`src/rtl/uart_tx_fifo_ctrl.sv`:
```
// UART transmit sequencer: CPU writes into an external FIFO, bytes are drained one at a time into the TX shifter.
// Optional watermark interrupt enabled by defining UART_TX_WATERMARK_EN (adds wm_level input).
module uart_tx_fifo_ctrl #(
  parameter int DATA_W     = 8,
  parameter int DEPTH      = 8,
  parameter int CNT_W      = 4,
  parameter int GAP_CYCLES = 0
) (
  input  logic              clk,
  input  logic              reset,
  input  logic              cpu_wr,
  input  logic [DATA_W-1:0] cpu_wdata,
  input  logic              tx_en,
  output logic              cpu_wready,
  output logic              overflow,
  input  logic              ovf_clr,
  output logic [CNT_W-1:0]  level,
  output logic              drained,
`ifdef UART_TX_WATERMARK_EN
  input  logic [CNT_W-1:0]  wm_level,
`endif
  output logic              fifo_writeEn,
  output logic [DATA_W-1:0] fifo_dataIn,
  output logic              fifo_readEn,
  input  logic [DATA_W-1:0] fifo_dataOut,
  input  logic              fifo_empty,
  input  logic              fifo_full,
  output logic              tx_start,
  output logic [DATA_W-1:0] tx_data,
  input  logic              tx_busy,
  input  logic              tx_done,
  output logic              irq_wm
);

  localparam int GAP_W = (GAP_CYCLES > 1) ? $clog2(GAP_CYCLES + 1) : 1;
  localparam int GAP_LAST_I = (GAP_CYCLES > 0) ? GAP_CYCLES - 1 : 0;
  localparam logic [GAP_W-1:0] GAP_LAST = GAP_W'(GAP_LAST_I);
  localparam logic [CNT_W-1:0] LEVEL_MAX = CNT_W'(DEPTH);

  typedef enum logic [2:0] {IDLE, FETCH, LOAD, SEND, GAP} state_t;

  state_t            state, state_nxt;
  logic              rd_nxt;
  logic              start_nxt;
  logic [GAP_W-1:0]  gap_cnt, gap_nxt;
  logic              wr_acc;

  assign wr_acc       = cpu_wr & ~fifo_full;
  assign fifo_writeEn = wr_acc;
  assign fifo_dataIn  = cpu_wdata;
  assign cpu_wready   = ~fifo_full;
  assign drained      = fifo_empty & (state == IDLE);

  always_comb begin
    state_nxt = state;
    rd_nxt    = 1'b0;
    start_nxt = 1'b0;
    gap_nxt   = gap_cnt;
    case (state)
      IDLE: begin
        if (tx_en && !fifo_empty && !tx_busy) begin
          rd_nxt    = 1'b1;
          state_nxt = FETCH;
        end
      end
      FETCH: state_nxt = LOAD;
      LOAD: begin
        start_nxt = 1'b1;
        state_nxt = SEND;
      end
      SEND: begin
        if (tx_done) begin
          if (GAP_CYCLES > 0) begin
            state_nxt = GAP;
            gap_nxt   = '0;
          end else begin
            state_nxt = IDLE;
          end
        end
      end
      GAP: begin
        if (gap_cnt == GAP_LAST) begin
          state_nxt = IDLE;
        end else begin
          gap_nxt = gap_cnt + 1'b1;
        end
      end
      default: state_nxt = IDLE;
    endcase
  end

  // fifo_readEn and tx_start are registered so each is a clean single-cycle pulse
  always_ff @(posedge clk) begin
    if (!reset) begin
      state       <= IDLE;
      fifo_readEn <= 1'b0;
      tx_start    <= 1'b0;
      tx_data     <= '0;
      gap_cnt     <= '0;
    end else begin
      state       <= state_nxt;
      fifo_readEn <= rd_nxt;
      tx_start    <= start_nxt;
      gap_cnt     <= gap_nxt;
      if (state == LOAD) begin
        tx_data <= fifo_dataOut;
      end
    end
  end

  always_ff @(posedge clk) begin
    if (!reset) begin
      level <= '0;
    end else begin
      case ({wr_acc, fifo_readEn})
        2'b10: if (level != LEVEL_MAX) level <= level + 1'b1;
        2'b01: if (level != '0) level <= level - 1'b1;
        default: level <= level;
      endcase
    end
  end

  // A new overflow wins over a simultaneous clear
  always_ff @(posedge clk) begin
    if (!reset) begin
      overflow <= 1'b0;
    end else if (cpu_wr && fifo_full) begin
      overflow <= 1'b1;
    end else if (ovf_clr) begin
      overflow <= 1'b0;
    end
  end

`ifdef UART_TX_WATERMARK_EN
  always_ff @(posedge clk) begin
    if (!reset) begin
      irq_wm <= 1'b0;
    end else if (level <= wm_level && tx_en) begin
      irq_wm <= 1'b1;
    end else if (level > wm_level) begin
      irq_wm <= 1'b0;
    end
  end
`else
  assign irq_wm = 1'b0;
`endif

endmodule

```
`config.mk`:
```
export PLATFORM = sky130hd
export DESIGN_NAME = uart_tx_fifo_ctrl
export DESIGN_NICKNAME = d
export VERILOG_FILES = /design/src/rtl/uart_tx_fifo_ctrl.sv
export SDC_FILE = /design/constraint.sdc
export NUM_CORES = 1
export LEC_CHECK = 0
export ABC_AREA = 1
export BUFFER_PORTS_ARGS = -buffer_cell sky130_fd_sc_hd__buf_2
export CAP_MARGIN = 20
export CORE_MARGIN = 5
export CORE_UTILIZATION = 43
export CTS_CLUSTER_SIZE = 10
export DETAILED_ROUTE_END_ITERATION = 8
export PLACE_DENSITY = 0.81
export SLEW_MARGIN = 25
export SYNTH_ARGS = -nofsm -noshare
export SYNTH_HDL_FRONTEND = slang
export SYNTH_SLANG_ARGS = --single-unit
```
`constraint.sdc`:
```
create_clock -name clk -period 1.6 [get_ports clk]
set_input_delay 0.08 -clock clk [delete_from_list [all_inputs] [get_ports clk]]
set_output_delay 0.08 -clock clk [all_outputs]
set_load 0.05 [all_outputs]
```
# Word level (Yosys, flattened, before mapping)
# Cells that the tools add are included.
[word_totals]
regBits = 19
[classes]
n_reduce_logical = 12
mux = 12
add_sub_neg = 3
eq_ne = 12
bitwise = 3
[op_table]
columns = ["operator", "count"]
rows = [
  ["case mux 3 bit (5 select lines)", 1],
  ["2-to-1 mux 3 bit", 3],
  ["2-to-1 mux 4 bit", 2],
  ["!= test 2 bit (second input constant)", 4],
  ["case mux 4 bit (2 select lines)", 1],
  ["equality test 3 x 2 -> 1 bit (second input constant)", 2],
  ["AND reduction 3 bit", 2],
  ["2-to-1 mux 1 bit", 5],
  ["adder 4 x 1 -> 4 bit (second input constant)", 1],
  ["!= test 4 bit (second input constant)", 1],
  ["nonzero test 2 bit", 2],
  ["nonzero test 4 bit", 1],
  ["subtractor 4 x 1 -> 4 bit (second input constant)", 1],
  ["equality test 3 x 1 -> 1 bit (second input constant)", 1],
  ["equality test 3 bit (second input constant)", 1],
  ["logical AND 1 bit", 3],
  ["logical NOT 3 bit", 1],
  ["bitwise AND 1 bit", 2],
  ["equality test 2 x 1 -> 1 bit (second input constant)", 1],
  ["equality test 2 bit (second input constant)", 1],
  ["logical NOT 1 bit", 2],
  ["!= test 2 x 1 -> 1 bit (second input constant)", 1],
  ["AND reduction 2 bit", 1],
  ["adder 1 bit (second input constant)", 1],
  ["inverter 1 bit", 1],
]

# Longest topological paths before layout
# Gate-level depths: netlist of the first run.
[logic_depth]
word_depth = 5
mapped_depth = 11
depth_no_buf = 11

# Worst setup path before layout of the first run
# No wires, ideal clock.
[synth_timing]
kind = "flip-flop to flip-flop"
start = "register fifo_readEn"
end = "register level[2]"
path_slack_ns = -0.052
required_ns = 1.480
t_arrival_ns = 1.531
stages_incl_launch_ff = 9
path_buffers = 0
setup_time_ns = 0.120
cell_sequence = "dfxtp_1 > nand3_1 > nand2_2 > inv_1 > ha_1 > inv_1 > nand2_1 > xor2_1 > a21oi_1"
[synth_via]
elab_chain_cells = 3
elab_cells_between_ends = 7
[synth_lines]
columns = ["element", "line", "rtl"]
rows = [
  ["start: declaration", "24", "output logic fifo_readEn,"],
  ["start signal: assignment", "102", "fifo_readEn <= rd_nxt;"],
  ["equality test 2 x 1 -> 1 bit / equality test 2 bit (equally long branches)", "115", "case ({wr_acc, fifo_readEn})"],
  ["!= test 2 bit (no line) / nonzero test 2 bit (equally long branches)", "-", ""],
  ["AND reduction 3 bit (no line)", "-", ""],
  ["end signal: assignment", "116", "2'b10: if (level != LEVEL_MAX) level <= level + 1'b1;"],
  ["end signal: assignment", "117", "2'b01: if (level != '0) level <= level - 1'b1;"],
  ["end signal: assignment", "118", "default: level <= level;"],
  ["end: declaration", "17", "output logic [CNT_W-1:0] level,"],
]
# Parallel ways exist; a longest one is shown, timed or not.
# A chain may end at the register's enable or synchronous reset.

# Final worst setup path of the first run
[layout_timing]
start = "register state[0]"
end = "register state[0]"
[layout_via]
elab_chain_cells = 3
elab_cells_between_ends = 10
[layout_lines]
columns = ["element", "line", "rtl"]
rows = [
  ["start: declaration", "42", "state_t state, state_nxt;"],
  ["start signal: assignment", "101", "state <= state_nxt;"],
  ["equality test 3 bit (tied with other cells)", "59", "case (state)"],
  ["!= test 2 bit (no line) / != test 2 x 1 -> 1 bit (equally long branches)", "-", ""],
  ["AND reduction 3 bit (no line)", "-", ""],
]
# Parallel ways exist; a longest one is shown, timed or not.

==> summary.txt, run 1 <==
DETAILED ROUTING
------------------------------------------------------------------------------------------
Avg Vias per Cell                                                                     4.72
Routed WL per cell                                                                 11.0 um
Antenna-violating nets left                                                              0
Number of detailed-routing iterations run before antenna repair                          4
Routed vias                                                                            869
Initial DRC Count                                                                       23
Routed Wire Length                                                                 2030 um
DRC                                                                                      0

JOB
------------------------------------------------------------------------------------------
Number of maximum-capacitance violations                                                 0

SYNTHESIS
------------------------------------------------------------------------------------------
Mean instance size in the synthesized netlist                                    7.23 um^2
Post-Synthesis Cell Area                                                          932 um^2
Number of synthesized register bits                                                     17
Number of enable-type register cells in the synthesized netlist                          0
XOR/XNOR share of the synthesized area                                              0.0188
Synthesized-area fraction occupied by adder cells                                   0.0671
Distinct cells, synth                                                                   20
Post-synthesis simple-gate area fraction                                             0.251
Compound-gate portion of the synthesized area                                        0.123
Mapped Cells                                                                           129
Top FF cell, synth                                                            sky130_fd_sc_hd__dfxtp_1
Number of warnings reported in the yosys synthesis log                                   0
Sequential share of the synthesized area                                             0.365
Dominant combinational cell family by area after synthesis                    simple AND/OR/NAND/NOR gates
Share of synthesized area spent on multiplexers                                          0
FFs w/ async S/R, synth                                                                  0
Syn_nets                                                                               159

DIE
------------------------------------------------------------------------------------------
Top-Level Pins                                                                          52
Chip height                                                                        56.6 um
Number of placement rows                                                                16
Area of the die                                                               0.00320 mm^2
Chip Width                                                                         56.6 um
Core Box Area                                                                 0.00202 mm^2
Initial core utilization                                                             0.461

LAYOUT
------------------------------------------------------------------------------------------
Final std cells w/o fill                                                               184
Fraction of layout cells with a size suffix above 1                                  0.331
Most common cell after layout, fill and taps aside                            sky130_fd_sc_hd__buf_2
Net total in the final layout                                                          188
Area growth from synthesis to final layout                                           17.9%
Top library cells by usage in the layout, fill and taps aside                 sky130_fd_sc_hd__buf_2, sky130_fd_sc_hd__nor2_1, sky130_fd_sc_hd__inv_1
# diodes                                                                                 0

CTS
------------------------------------------------------------------------------------------
Clock Sinks                                                                             17
Later-pin clock latency in the skew report                                          290 ps
Number of buffers added by the clock tree synthesis step                                 3
Root Buffer Master                                                            sky130_fd_sc_hd__clkbuf_4
Depth of the CTS H-tree                                                                  1
Number of buffers between clock root and the deepest sink                                2
Clock edge transition at the registers on the reported setup and hold paths          90 ps
Resize count post-CTS                                                                    0
Clock tree from TritonCTS                                                            built

POWER
------------------------------------------------------------------------------------------
Worst voltage drop across the vdd grid                                             1.24 mV
Overall power of the completed layout                                              1.70 mW
Areal power density over the cells                                            1550 mW/mm^2
Total leakage power                                                               0.638 nW

WORST SETUP PATH
------------------------------------------------------------------------------------------
Crit path capture type                                                                flop
CP Data Required Time                                                              1830 ps
Arrival time at the worst endpoint                                                 1640 ps
Worst Setup Start Kind                                                                flop
Kind of critical path                                                         flop to flop
Reg-to-reg critical path startpoint                                           state[0]$_SDFFE_PN0P_
Beginning of the critical path                                                state[0]$_SDFFE_PN0P_
Worst-path maximum fanout                                                               10

PLACED DESIGN
------------------------------------------------------------------------------------------
Placed insts                                                                           179
Port Buffers                                                                            34
Hpwl dp                                                                            1610 um
Global placement routability congestion                                              0.786

STA
------------------------------------------------------------------------------------------
FMAX                                                                               707 MHz
Time the final worst path needs with I/O delays and setup                          1420 ps
Setup repair after global routing missed its margin                                  false
Setup TNS after final layout                                                          0 ps
Clock Skews                                                                        7.08 ps
Share of the clock period used by the worst path after layout                        0.884
Number of pins exceeding their max-slew limit in the final report                        0
Final Hold Violating Endpoints                                                           0
Count of endpoints failing setup in the final report                                     0

GRT
------------------------------------------------------------------------------------------
Initial antenna violation count                                                          0
Largest net degree at the start of global routing                                       17
Global-route wire length before repair                                             3440 um
Grt total ovfl                                                                           0
Overall Global Routing Usage                                                         0.134
Vias in the first global route                                                         817

STATUS
------------------------------------------------------------------------------------------
Result of the run                                                             finished, final reports clean

HOLD PATH
------------------------------------------------------------------------------------------
Worst Hold Launch                                                             fifo_dataOut[6]
Worst hold path type                                                          primary input to flop

[worst max-delay path, stage by stage (launching register included)]
cell and delay [ps]:
sky130_fd_sc_hd__dfxtp_1 340, sky130_fd_sc_hd__inv_1 100, sky130_fd_sc_hd__ha_1 380, sky130_fd_sc_hd__inv_2 150, sky130_fd_sc_hd__a21oi_1 150, sky130_fd_sc_hd__o21ai_1 100, sky130_fd_sc_hd__a21oi_1 130
[cell usage after synthesis (2+ instances only)]
cell type	n	share of area
sky130_fd_sc_hd__nand2_4	3	0.036
sky130_fd_sc_hd__a21oi_1	7	0.038
sky130_fd_sc_hd__dfxtp_1	17	0.37
sky130_fd_sc_hd__inv_2	4	0.016
sky130_fd_sc_hd__ha_1	5	0.067
sky130_fd_sc_hd__nor2_1	19	0.077
sky130_fd_sc_hd__buf_4	9	0.072
sky130_fd_sc_hd__nand3_1	6	0.032
sky130_fd_sc_hd__nand2_2	6	0.040
sky130_fd_sc_hd__o21ai_0	2	0.011
sky130_fd_sc_hd__xor2_1	2	0.019
sky130_fd_sc_hd__nand2_1	11	0.044
sky130_fd_sc_hd__inv_1	18	0.072
sky130_fd_sc_hd__o21ai_1	14	0.075
[cell families after synthesis]
family,count (synthesis)
xor+xnor,2
compound gates,23
other cells,1
flops,17
simple gates,48
fa+ha+maj,5
buf+inv,33
[through the flow]
| stage | hold WS (ps) | utilization | setup slack (ps) | area [um^2] |
|---|---|---|---|---|
| 2_1_floorplan | 212 | - | 191 | 935 |
| 3_3_place_gp | 160 | 0.525 | 322 | 1060 |
| 3_5_place_dp | 160 | 0.525 | 207 | 1060 |
| 4_1_cts | 9.69 | 0.543 | 183 | 1100 |
| 5_1_grt | 14.4 | 0.543 | 42.0 | 1100 |
| 6_report | 19.2 | 0.543 | 185 | 1100 |
[worst paths after layout]
path	end	slack [ps]	cells after the start
setup / recovery	state[0]$_SDFFE_PN0P_	180	6
hold / removal	tx_data[6]$_SDFFE_PN0N_	20	3
setup reg to reg	state[0]$_SDFFE_PN0P_	180	6
hold reg to reg	overflow$_SDFFE_PN0P_	460	2
[routing by layer]
layer / routed length [um] / GRT usage / part of all wire
met3: 212 / 0.0505 / 0.10
met4: 50 / 0.0746 / 0.025
met5: 0 / 0 / 0
met1: 826 / 0.150 / 0.41
met2: 936 / 0.218 / 0.46
[power breakdown]
group / internal (mW) / total, mW / leakage (nW) / switching, mW
sequential: 0.540 / 0.619 / 0.141 / 0.0785
combinational: 0.211 / 0.860 / 0.482 / 0.649
clock: 0.0970 / 0.224 / 0.0150 / 0.127
[flip-flops by register name, summed over array words and instances, names as in the netlist]
signal       count
tx_data          8
level            4
state            2
fifo_readEn      1
overflow         1
tx_start         1
[cell type report]
cell class                 count  area [um^2]
multi-input combinational     79          433
clock buffer                   4         26.3
fill                         196          923
timing repair buffer          35          180
sequential                    17          343
inverter                      22         82.6
tap                           27         33.8
[timing repair]
item | in CTS | in global routing
endpoints found under the hold margin | 1 | 0
hold buffers | 1 | 0
buffers inserted | 0 | 0
Note: power is estimated with default switching activity, not from simulation.
==> inputs of run 2 (changes only) <==
Settings changed: ABC_AREA 1 to default, CAP_MARGIN 20 to default, CORE_UTILIZATION 43 to 42.
==> run 2 against run 1 <==
The flow now finishes with violations (setup timing); critical path depth unchanged; routed wire length decreased by 10%; register-to-register slack got worse by 240 ps; non-clock buffer count increased by 4; clock skew decreased by 3.0 ps; setup slack got worse by 240 ps; sequential power decreased by 14%; utilization increased by 0.39 points; fmax decreased by 14%; sequential share of layout area increased by 0.96 points; critical path type unchanged; largest cell class unchanged; largest power group unchanged.
==> summary.txt, run 2 <==
STA
------------------------------------------------------------------------------------------
Count of endpoints failing setup in the final report                                     1   +1
Clock Skews                                                                        4.08 ps   -3.00 ps
Setup repair after global routing missed its margin                                   true
Final Hold Violating Endpoints                                                           0   unchanged
Slew headroom                                                                        0.612
FMAX                                                                               606 MHz   -14%
Slew @ Worst Pin                                                                    577 ps
Share of the clock period used by the worst path after layout                         1.03   +0.147
Number of pins exceeding their max-slew limit in the final report                        0   unchanged
Worst setup margin                                                                -51.0 ps   -236 ps
Worst slack on hold paths                                                          14.3 ps   -4.90 ps
Time the final worst path needs with I/O delays and setup                          1650 ps   +236 ps

LAYOUT
------------------------------------------------------------------------------------------
# diodes                                                                                 0   unchanged
Fraction of layout cells with a size suffix above 1                                  0.398   +0.0672
Post-layout utilization of the core                                                  0.547   +0.00388
Top library cells by usage in the layout, fill and taps aside                 sky130_fd_sc_hd__buf_2, sky130_fd_sc_hd__dfxtp_1, sky130_fd_sc_hd__nor2_1
Largest register by flop count                                                     tx_data
Most common cell after layout, fill and taps aside                            sky130_fd_sc_hd__buf_2
Biggest regs                                                                  tx_data (8), level (4), state (2)
Final std cells w/o fill                                                               155   -16%
Number of flip-flops under the largest register name                                     8   unchanged
Net total in the final layout                                                          159   -15%
Area growth from synthesis to final layout                                           23.8%

SYNTHESIS
------------------------------------------------------------------------------------------
Mapped Cells                                                                            96   -26%
Syn_nets                                                                               126   -21%
Most area-consuming cells after synthesis                                     sky130_fd_sc_hd__dfxtp_1, sky130_fd_sc_hd__mux2i_1, sky130_fd_sc_hd__buf_4
Top FF cell, synth                                                            sky130_fd_sc_hd__dfxtp_1
Area fraction of the dominant cell type after synthesis                              0.392   +0.0274
Number of enable-type register cells in the synthesized netlist                          0   unchanged
Number of warnings reported in the yosys synthesis log                                   0   unchanged
Most frequent cells after synthesis                                           sky130_fd_sc_hd__dfxtp_1, sky130_fd_sc_hd__nor2_1, sky130_fd_sc_hd__mux2i_1, sky130_fd_sc_hd__buf_4, sky130_fd_sc_hd__nand2_1
Sequential share of the synthesized area                                             0.392   +0.0274
Distinct cells, synth                                                                   24   +20%
Most common cell in the synthesized netlist                                   sky130_fd_sc_hd__dfxtp_1
Number of synthesized register bits                                                     17   unchanged
Post-Synthesis Cell Area                                                          867 um^2   -7.0%
Largest area contributor in the netlist                                       sky130_fd_sc_hd__dfxtp_1
FFs w/ async S/R, synth                                                                  0   unchanged
Mean instance size in the synthesized netlist                                    9.03 um^2   +25%

CTS
------------------------------------------------------------------------------------------
Depth of the CTS H-tree                                                                  1   unchanged
Clock Sinks                                                                             17   unchanged
Post CTS Setup Buffer Count                                                              0   unchanged
Clock edge transition at the registers on the reported setup and hold paths         100 ps   about the same
Root Buffer Master                                                            sky130_fd_sc_hd__clkbuf_4
Later-pin clock latency in the skew report                                          290 ps   about the same
Number of buffers between clock root and the deepest sink                                2   unchanged
Number of buffers added by the clock tree synthesis step                                 3   unchanged
Clock tree from TritonCTS                                                            built

DIE
------------------------------------------------------------------------------------------
Chip height                                                                        55.4 um   -2.0%
Top-Level Pins                                                                          52   unchanged
Chip Width                                                                         55.4 um   -2.0%
Number of placement rows                                                                16   unchanged
Core Box Area                                                                 0.00196 mm^2   -3.0%
Area of the die                                                               0.00307 mm^2   -3.9%
Initial core utilization                                                             0.442   -0.0191

WORST SETUP PATH
------------------------------------------------------------------------------------------
Endpoint of the lowest-slack register-to-register path                        level[2]$_SDFFE_PN0P_
Reg-to-reg critical path startpoint                                           fifo_readEn$_SDFF_PN0_
CP Data Required Time                                                              1830 ps   about the same
Arrival time at the worst endpoint                                                 1880 ps   +240 ps
Setup slack of the most critical reg-to-reg path                                    -50 ps   -240 ps
Worst-path maximum fanout                                                                2   -8
Worst Setup Start Kind                                                                flop
Worst r2r path cells                                                                     6   unchanged
Crit path capture type                                                                flop
Beginning of the critical path                                                fifo_readEn$_SDFF_PN0_
Kind of critical path                                                         flop to flop
CP Capture Point                                                              level[2]$_SDFFE_PN0P_

DETAILED ROUTING
------------------------------------------------------------------------------------------
Number of detailed-routing iterations run before antenna repair                          3   -1
Routed Wire Length                                                                 1820 um   -10%
Antenna-violating nets left                                                              0   unchanged
Routed WL per cell                                                                 11.7 um   +6.5%
DRC                                                                                      0   unchanged
Routed vias                                                                            731   -16%
Avg Vias per Cell                                                                     4.72   -0.14%
Initial DRC Count                                                                        4   -83%

HOLD PATH
------------------------------------------------------------------------------------------
Worst hold stages                                                                        3   unchanged
Worst hold path type                                                          primary input to flop

PLACED DESIGN
------------------------------------------------------------------------------------------
Placed insts                                                                           150   -16%
Global placement routability congestion                                              0.727   -7.5%
Port Buffers                                                                            34   unchanged
Hpwl dp                                                                            1500 um   -6.8%

GRT
------------------------------------------------------------------------------------------
Vias in the first global route                                                         758   -7.2%
Largest net degree at the start of global routing                                       14   -3
Overall Global Routing Usage                                                         0.122   -0.0123
Grt total ovfl                                                                           0   unchanged
Global-route wire length before repair                                             3110 um   -9.8%
Initial antenna violation count                                                          0   unchanged

STATUS
------------------------------------------------------------------------------------------
Violations in the final reports                                               setup timing
Result of the run                                                             complete, but fails checks

POWER
------------------------------------------------------------------------------------------
Worst voltage drop across the vdd grid                                            0.734 mV   -41%
Areal power density over the cells                                            1250 mW/mm^2   -19%
Overall power of the completed layout                                              1.35 mW   -21%
Total leakage power                                                               0.505 nW   -21%

JOB
------------------------------------------------------------------------------------------
Number of maximum-capacitance violations                                                 0   unchanged

==> run 2: cell families (layout without fill, tap and decap cells) <==
| logic type | Yosys count | count (layout) | synth area share |
|---|---|---|---|
| buffers and inverters | 17 | 49 | 0.113 |
| xor gates and xnor gates | 4 | 4 | 0.0404 |
| adders and majority gates | 5 | 5 | 0.0722 |
| other | 1 | 1 | 0.00432 |
| muxes | 11 | 11 | 0.127 |
| AOI/OAI and AO/OA | 9 | 9 | 0.0678 |
| and+or+nand+nor | 32 | 32 | 0.183 |
| DFF | 17 | 17 | 0.393 |
==> run 2: power breakdown <==
part / internal (mW) / switching [mW]
Sequential: 0.486 / 0.0463
Clock: 0.0932 / 0.134
Combinational: 0.201 / 0.387
==> run 2: worst min path at each step <==
stage                     from                 endpoint
2_1_floorplan            reset   fifo_readEn$_SDFF_PN0_
3_3_place_gp      cpu_wdata[0]           fifo_dataIn[0]
3_5_place_dp      cpu_wdata[0]           fifo_dataIn[0]
4_1_cts        fifo_dataOut[3]  tx_data[3]$_SDFFE_PN0N_
5_1_grt        fifo_dataOut[1]  tx_data[1]$_SDFFE_PN0N_
6_report       fifo_dataOut[7]  tx_data[7]$_SDFFE_PN0N_
==> run 2: layer usage <==
metal  wire (um)  GRT usage
met5           0          0
met4          13     0.0313
met3         167     0.0606
met2         999      0.242
met1         637      0.106
==> run 2: critical path, cell delays in order, from the launching register on <==
cell,delay (ps)
sky130_fd_sc_hd__dfxtp_4,360
sky130_fd_sc_hd__nand2_2,40
sky130_fd_sc_hd__xnor2_1,120
sky130_fd_sc_hd__ha_2,170
sky130_fd_sc_hd__or4_4,470
sky130_fd_sc_hd__a211oi_2,220
sky130_fd_sc_hd__mux2i_1,200
==> run 2: layout make-up <==
class	count	area, um^2
fill	193	888
multi-input combinational	62	434
sequential	17	345
timing repair buffer	39	210
tap	27	33.8
clock buffer	3	22.5
inverter	6	22.5
clock inverter	1	5.00
==> run 2: stage by stage <==
step	TNS (ps)	setup WS [ps]	area [um^2]
floorplan	-182	-182	872
global placement	-11.3	-11.3	1030
detailed placement	-78.0	-78.0	1030
CTS	-65.1	-65.1	1060
global route	-136	-136	1070
finish	-51.0	-51.0	1070
==> run 2: what timing repair did <==
| action | in CTS | in global routing |
|---|---|---|
| hold endpoints to repair | 0 | 1 |
| resized for setup | 2 | 0 |
| hold buffers | 0 | 1 |
| setup endpoints to repair | 1 | 1 |
